--- src/rtl/thumb_decode.sv ---
// rtl/thumb_decode.sv - registered decoder for a subset of 16-bit Thumb instructions
//
// Converts one Thumb halfword per cycle into a micro-op, register-file port
// selects and an extended immediate. All outputs are registered (1-cycle
// latency); unsupported encodings raise explose for that decode only.
//
// Optional feature macro: DECODE_BCOND_EN
//   defined   : 1101 cond<14 decodes to BCOND (uop = 16 + cond)
//   undefined : every 1101xxxx encoding raises explose
//
// Ports
//   clk          in   rising-edge clock
//   rst_n        in   synchronous active-low reset, clears all outputs
//   instruction  in   [15:0] halfword to decode
//   uop          out  [4:0]  micro-op code (0 NOP .. 9 B, 16+cond BCOND)
//   num_to_rhs   out  ALU right operand is num (1) or read port p1 (0)
//   num          out  [31:0] decoded immediate / offset
//   sel_p0       out  [3:0]  read port 0 index (15 = PC)
//   sel_p1       out  [3:0]  read port 1 index
//   sel_in       out  [3:0]  destination index (15 = PC)
//   explose      out  illegal / unsupported instruction flag

module thumb_decode (
   input  logic        clk,
   input  logic        rst_n,
   input  logic [15:0] instruction,
   output logic [4:0]  uop,
   output logic        num_to_rhs,
   output logic [31:0] num,
   output logic [3:0]  sel_p0,
   output logic [3:0]  sel_p1,
   output logic [3:0]  sel_in,
   output logic        explose
);

   localparam logic [4:0] UOP_NOP = 5'd0;
   localparam logic [4:0] UOP_ADD = 5'd1;
   localparam logic [4:0] UOP_SUB = 5'd2;
   localparam logic [4:0] UOP_CMP = 5'd3;
   localparam logic [4:0] UOP_EOR = 5'd4;
   localparam logic [4:0] UOP_LSL = 5'd5;
   localparam logic [4:0] UOP_MOV = 5'd6;
   localparam logic [4:0] UOP_LDR = 5'd7;
   localparam logic [4:0] UOP_STR = 5'd8;
   localparam logic [4:0] UOP_B   = 5'd9;

   logic [4:0]  uop_d, uop_q;
   logic        num_to_rhs_d, num_to_rhs_q;
   logic [31:0] num_d, num_q;
   logic [3:0]  sel_p0_d, sel_p0_q;
   logic [3:0]  sel_p1_d, sel_p1_q;
   logic [3:0]  sel_in_d, sel_in_q;
   logic        explose_d, explose_q;

   logic [3:0] f_rd, f_rn, f_rm, f_hi;
   logic [4:0] f_imm5;

   assign f_rd   = {1'b0, instruction[2:0]};
   assign f_rn   = {1'b0, instruction[5:3]};
   assign f_rm   = {1'b0, instruction[8:6]};
   assign f_hi   = {1'b0, instruction[10:8]};
   assign f_imm5 = instruction[10:6];

   always_comb begin
      uop_d        = UOP_NOP;
      num_to_rhs_d = 1'b0;
      num_d        = 32'd0;
      sel_p0_d     = 4'd0;
      sel_p1_d     = 4'd0;
      sel_in_d     = 4'd0;
      explose_d    = 1'b0;

      casez (instruction)
         16'b000110?_?????????: begin
            // register ADD/SUB; bit 9 picks SUB
            uop_d    = instruction[9] ? UOP_SUB : UOP_ADD;
            sel_p0_d = f_rn;
            sel_p1_d = f_rm;
            sel_in_d = f_rd;
         end
         16'b000111?_?????????: begin
            uop_d        = instruction[9] ? UOP_SUB : UOP_ADD;
            sel_p0_d     = f_rn;
            sel_in_d     = f_rd;
            num_d        = {29'd0, instruction[8:6]};
            num_to_rhs_d = 1'b1;
         end
         16'b0011?_???????????: begin
            uop_d        = instruction[11] ? UOP_SUB : UOP_ADD;
            sel_p0_d     = f_hi;
            sel_in_d     = f_hi;
            num_d        = {24'd0, instruction[7:0]};
            num_to_rhs_d = 1'b1;
         end
         16'b00101_???????????: begin
            uop_d        = UOP_CMP;
            sel_p0_d     = f_hi;
            num_d        = {24'd0, instruction[7:0]};
            num_to_rhs_d = 1'b1;
         end
         16'b00100_???????????: begin
            uop_d        = UOP_MOV;
            sel_in_d     = f_hi;
            num_d        = {24'd0, instruction[7:0]};
            num_to_rhs_d = 1'b1;
         end
         16'b00000_???????????: begin
            // a zero shift amount is the register MOV alias
            if (f_imm5 == 5'd0) begin
               uop_d    = UOP_MOV;
               sel_p1_d = f_rn;
               sel_in_d = f_rd;
            end else begin
               uop_d        = UOP_LSL;
               sel_p0_d     = f_rn;
               sel_in_d     = f_rd;
               num_d        = {27'd0, f_imm5};
               num_to_rhs_d = 1'b1;
            end
         end
         16'b0100000001_??????: begin
            uop_d    = UOP_EOR;
            sel_p0_d = f_rd;
            sel_in_d = f_rd;
            sel_p1_d = f_rn;
         end
         16'b01101_???????????: begin
            uop_d        = UOP_LDR;
            sel_p0_d     = f_rn;
            sel_in_d     = f_rd;
            num_d        = {25'd0, f_imm5, 2'b00};
            num_to_rhs_d = 1'b1;
         end
         16'b01100_???????????: begin
            uop_d        = UOP_STR;
            sel_p0_d     = f_rn;
            sel_p1_d     = f_rd;
            num_d        = {25'd0, f_imm5, 2'b00};
            num_to_rhs_d = 1'b1;
         end
         16'b11100_???????????: begin
            uop_d        = UOP_B;
            sel_p0_d     = 4'd15;
            sel_in_d     = 4'd15;
            num_d        = {{20{instruction[10]}}, instruction[10:0], 1'b0};
            num_to_rhs_d = 1'b1;
         end
         16'b1101_????????????: begin
`ifdef DECODE_BCOND_EN
            // cond 14/15 are UDF/SVC and stay illegal
            if (instruction[11:8] < 4'd14) begin
               uop_d        = {1'b1, instruction[11:8]};
               sel_p0_d     = 4'd15;
               sel_in_d     = 4'd15;
               num_d        = {{23{instruction[7]}}, instruction[7:0], 1'b0};
               num_to_rhs_d = 1'b1;
            end else begin
               explose_d = 1'b1;
            end
`else
            explose_d = 1'b1;
`endif
         end
         default: explose_d = 1'b1;
      endcase
   end

   always_ff @(posedge clk) begin
      if (!rst_n) begin
         uop_q        <= UOP_NOP;
         num_to_rhs_q <= 1'b0;
         num_q        <= 32'd0;
         sel_p0_q     <= 4'd0;
         sel_p1_q     <= 4'd0;
         sel_in_q     <= 4'd0;
         explose_q    <= 1'b0;
      end else begin
         uop_q        <= uop_d;
         num_to_rhs_q <= num_to_rhs_d;
         num_q        <= num_d;
         sel_p0_q     <= sel_p0_d;
         sel_p1_q     <= sel_p1_d;
         sel_in_q     <= sel_in_d;
         explose_q    <= explose_d;
      end
   end

   assign uop        = uop_q;
   assign num_to_rhs = num_to_rhs_q;
   assign num        = num_q;
   assign sel_p0     = sel_p0_q;
   assign sel_p1     = sel_p1_q;
   assign sel_in     = sel_in_q;
   assign explose    = explose_q;

endmodule

--- config.mk ---
export PLATFORM = sky130hd
export DESIGN_NAME = thumb_decode
export DESIGN_NICKNAME = d
export VERILOG_FILES = /design/src/rtl/thumb_decode.sv
export SDC_FILE = /design/constraint.sdc
export NUM_CORES = 1
export LEC_CHECK = 0
export CORE_ASPECT_RATIO = 1.75
export CORE_MARGIN = 8
export CORE_UTILIZATION = 42
export CTS_CLUSTER_SIZE = 14
export DETAILED_ROUTE_END_ITERATION = 7
export PLACE_DENSITY_LB_ADDON = 0.08
export SYNTH_ARGS = -nofsm -noshare
export SYNTH_HDL_FRONTEND = slang
export SYNTH_SLANG_ARGS = --single-unit
--- constraint.sdc ---
create_clock -name clk -period 2.3 [get_ports clk]
set_input_delay 0.46 -clock clk [delete_from_list [all_inputs] [get_ports clk]]
set_output_delay 0.46 -clock clk [all_outputs]
set_load 0.005 [all_outputs]
* Yosys cells after proc, flatten, opt, wreduce, memory -nomap -nowiden
Cells that the tools add are included.
** Word-level totals
- Memory bits (read-only) :: 0
- Input bits :: 18
- Bits in writable memories :: 0
- Word-level logic and storage cells :: 41
- Register bits :: 51
- Output and inout port bits :: 51
- Latch bits :: 0
- Memories kept :: 0
** Operators by class
- Shift-type cells :: 0
- Eq/ne operators :: 9
- Reduce and logical (&&, ||, !) cells :: 11
- Div/mod/pow operators :: 0
- Bitwise gates (word level) :: 0
- Multiply operators :: 0
- Order comparisons :: 0
- Muxes and demuxes :: 14
- $add $sub $neg :: 0
** Operators by type and width (number)
- $pmux W32 S5 :: 1
- $pmux W4 S9 :: 1
- $pmux W4 S5 :: 1
- $eq A6 B3 Y1 const B :: 2
- $pmux W3 S4 :: 1
- $pmux W4 S3 :: 1
- $eq A10 B9 Y1 const B :: 1
- $eq A5 B3 Y1 const B :: 2
- $eq A5 B4 Y1 const B :: 2
- $logic_not A5 Y1 :: 2
- $reduce_or A10 Y1 :: 1
- $reduce_or A2 Y1 :: 4
- $reduce_or A7 Y1 :: 1
- $mux W2 :: 3
- $mux W3 :: 2
- $eq A5 B5 Y1 const B :: 1
- $mux W5 :: 1
- $reduce_or A5 Y1 :: 1
- $eq A4 B2 Y1 const B :: 1
- $reduce_or A4 Y1 :: 1
- $reduce_or A3 Y1 :: 1
- $mux W1 :: 2
- $pmux W1 S2 :: 1

* Logic depth before layout (Yosys ltp)
- Depth after elaboration :: 3
- Mapped depth :: 7

* Worst setup path after synthesis
Ideal clock, no wire load.
- Kind :: input to register
- From :: input port instruction[9]
- To :: register sel_p0_q[0] (netlist: sel_p0[0])
- Data required time :: 2.176 ns
- Setup time :: 0.124 ns
- Slack :: 0.524 ns
- Data arrival time :: 1.652 ns
- Cell stages on the path :: 6
- Path buffers :: 1
- Cells stage by stage :: buf_6 > or4_4 > o211ai_2 > nand3b_2 > a222oi_1 > nor2_1
** On the way
- Longest elaborated chain between the ends :: 3
** RTL lines
- start, declared :: RTL line 26 : input logic [15:0] instruction,
- $logic_not A5 Y1 :: RTL line 109 : if (f_imm5 == 5'd0) begin
- $mux W3 :: RTL line 109
- $pmux W4 S5 (*) :: RTL line 73 : casez (instruction)
- end signal, assigned :: RTL line 181 : sel_p0_q <= sel_p0_d;
- end, declared :: RTL line 50 : logic [3:0] sel_p0_d, sel_p0_q;
Every way passes the cells marked *; elsewhere a longest branch is shown, timed or not.
A chain may end at the register's enable or synchronous reset.

* Worst setup path in the final report
- From :: input port instruction[8]
- To :: register sel_p0_q[0] (netlist: sel_p0[0])
Same word-level chain as after synthesis.

==> results.json <==
{
  "status": "complete, no violations",
  "synth-seq-cells": 29,
  "final-instance-count-excl-fill": 311,
  "areaGrowthSynthToFinish_pct": 55.0,
  "final_cell_mix": "clkdlybuf4s50_1 (66), buf_4 (34), dfxtp_1 (29)",
  "cp-end-kind": "register",
  "vias_per_cell": 5.64,
  "worst_setup_path_start_kind": "input pin",
  "initial_core_util_pct": 44.1,
  "finalCritPeriodShare_pct": 92.0,
  "tightest_slew_ns": 0.631,
  "synth_ff_type": "dfxtp_1",
  "die_area_mm2": 0.00612,
  "worstPathArrival_ns": 2.28,
  "dp_cells": 303,
  "drv_cap": 0,
  "clockBufferDepth": 2,
  "routed_wl_mm": 5.49,
  "syn_avg_cell_area_um2": 8.47,
  "die_w_um": 62.7,
  "required_ns": 2.46,
  "path_max_fanout": 5,
  "cts-buffers-inserted": 5,
  "yosysWarningCount": 0,
  "antenna_cells": 0,
  "portBuffers": 66,
  "tritoncts": "built",
  "hold_path.class": "input pin to register",
  "synth_enable_flop_cells": 0,
  "grt_pass1_vias": 1829,
  "final.min_clock_period_ns": 2.12,
  "relSlewSlack_pct": 57.8,
  "clock-sinks": 29,
  "fp-row-count": 29,
  "ctsResizeCount": 0,
  "setup_viol": 0,
  "synth_area_mm2": 0.00160,
  "vdd_drop_max_mv": 0.429,
  "async_flop_share_pct": 0,
  "initialDrtViolationCount": 108,
  "grt_usage_pct": 17.9,
  "p_per_area_mw_per_mm2": 482,
  "n_fill_cell": 308,
  "grt_pass1_wl_mm": 9.06,
  "antenna_left": 0,
  "cts_max_level": 2,
  "postCtsSetupBuffers": 0,
  "nNetsFinal": 282,
  "grt_max_degree": 22,
  "hpwl_mm": 4.46,
  "hold_buffers": 0,
  "rsz0062_at_grt": "false",
  "io-pin-count": 69,
  "overflow": 0,
  "clk_pin_slew_ns": 0.06,
  "ys_types": 47,
  "postSynthCellCount": 189,
  "core_mm2": 0.00363,
  "final_common_cell": "clkdlybuf4s50_1",
  "gp_congestion": 0.967,
  "dr.pass1.iters": 4,
  "whs_ns": 0.867,
  "fmax_mhz": 472,
  "antenna_found_initial": 0,
  "hold_viol": 0,
  "die_h_um": 97.7,
  "post-route-drc-count": 0,
  "routedWlPerCell_um": 17.7,
  "power.leakage_uw": 0.000954,
  "path_class": "input pin to register",
  "via_count": 1753,
  "ys_seq_area_share_pct": 36.2,
  "cts_root_buf": "clkbuf_8",
  "final_max_slew_viol_count": 0,
  "drive_gt1_share_pct": 20.0
}
## worst max-delay path: stages
cell	delay, ns
clkdlybuf4s50_1	0.58
nor4_1	0.09
buf_4	0.14
and4_1	0.23
or3b_2	0.46
o21ai_1	0.24
nor2_1	0.08
## logic make-up after synthesis
| kind of cell | Yosys count | share of synthesized area [%] |
|---|---|---|
| AND/OR/NAND/NOR | 70 | 24.5 |
| AO/OA/AOI/OAI | 48 | 21.7 |
| buffers and inverters | 38 | 15.5 |
| flip-flops | 29 | 36.3 |
| XOR/XNOR | 2 | 1.09 |
| multiplexers | 1 | 0.625 |
| other | 1 | 0.234 |
## sequential cells by signal, indices dropped and copies added (netlist names)
register	flops
sel_p0	4
sel_in	4
uop	4
num_to_rhs	1
num	12
explose	1
sel_p1	3
## layout make-up
cell class | instances | area (um2) | area share, %
clock buffers | 7 | 96.3 | 3.88
repair buffers | 102 | 956 | 38.5
multi-input cells | 123 | 776 | 31.3
inverters | 3 | 11.3 | 0.454
flip-flops and latches | 29 | 581 | 23.4
well taps | 46 | 57.6 | 2.32
clock inverters | 1 | 5.00 | 0.202
## layer usage
metal | global-route usage [%] | wire length (um) | share of wire [%]
met1 | 17.3 | 2000 | 36
met2 | 31.7 | 2840 | 52
met3 | 5.20 | 417 | 7.6
met4 | 12.4 | 239 | 4.4
met5 | 0 | 0 | 0
## report_power, final
group          leakage, uW  internal [uW]  switching (uW)
clock network    0.0000542            270             187
logic             0.000665            115             110
registers         0.000235            512            2.80
## metrics by stage
| step | instance area, um2 | utilization, % | worst slack, ns | power, uW | TNS (ns) |
|---|---|---|---|---|---|
| after global routing | 2480 | 68.4 | 0.104 | 1240 | 0 |
| after global placement | 2380 | 65.6 | -0.0247 | 747 | -0.0687 |
| after CTS | 2480 | 68.4 | 0.194 | 1200 | 0 |
| after floorplan | 1610 | - | 0.524 | 626 | 0 |
| after detailed placement | 2380 | 65.6 | -0.0923 | 748 | -0.235 |
| final | 2480 | 68.4 | 0.183 | 1200 | 0 |
## cell usage after synthesis, types with 2 or more instances
| library cell | count | area (um2) |
|---|---|---|
| dfxtp_1 | 29 | 581 |
| buf_4 | 23 | 173 |
| nor2_1 | 20 | 75.1 |
| a21oi_1 | 12 | 60.1 |
| nand2_1 | 11 | 41.3 |
| a222oi_1 | 9 | 90.1 |
| buf_2 | 9 | 45.0 |
| nor3_1 | 8 | 40.0 |
| a22oi_1 | 5 | 37.5 |
| and2_1 | 5 | 31.3 |
| and3_1 | 5 | 31.3 |
| a31oi_1 | 4 | 25.0 |
| a221oi_1 | 3 | 26.3 |
| a31o_2 | 3 | 26.3 |
| o21ai_0 | 3 | 15.0 |
| a211oi_1 | 2 | 15.0 |
| inv_1 | 2 | 7.51 |
| nand3b_1 | 2 | 15.0 |
| nand4b_1 | 2 | 17.5 |
| nor3b_1 | 2 | 15.0 |
| nor4_1 | 2 | 12.5 |
| o21ai_1 | 2 | 10.0 |
| o21bai_1 | 2 | 15.0 |
## path summary, 6_finish.rpt
kind	from	end	slack [ns]	depth (start not counted)
worst min-delay path	instruction[3]	num[4]$_SDFF_PN0_	0.87	3
worst max-delay path	instruction[8]	sel_p0[0]$_SDFF_PN0_	0.18	7
(Power assumes the default switching activity.)
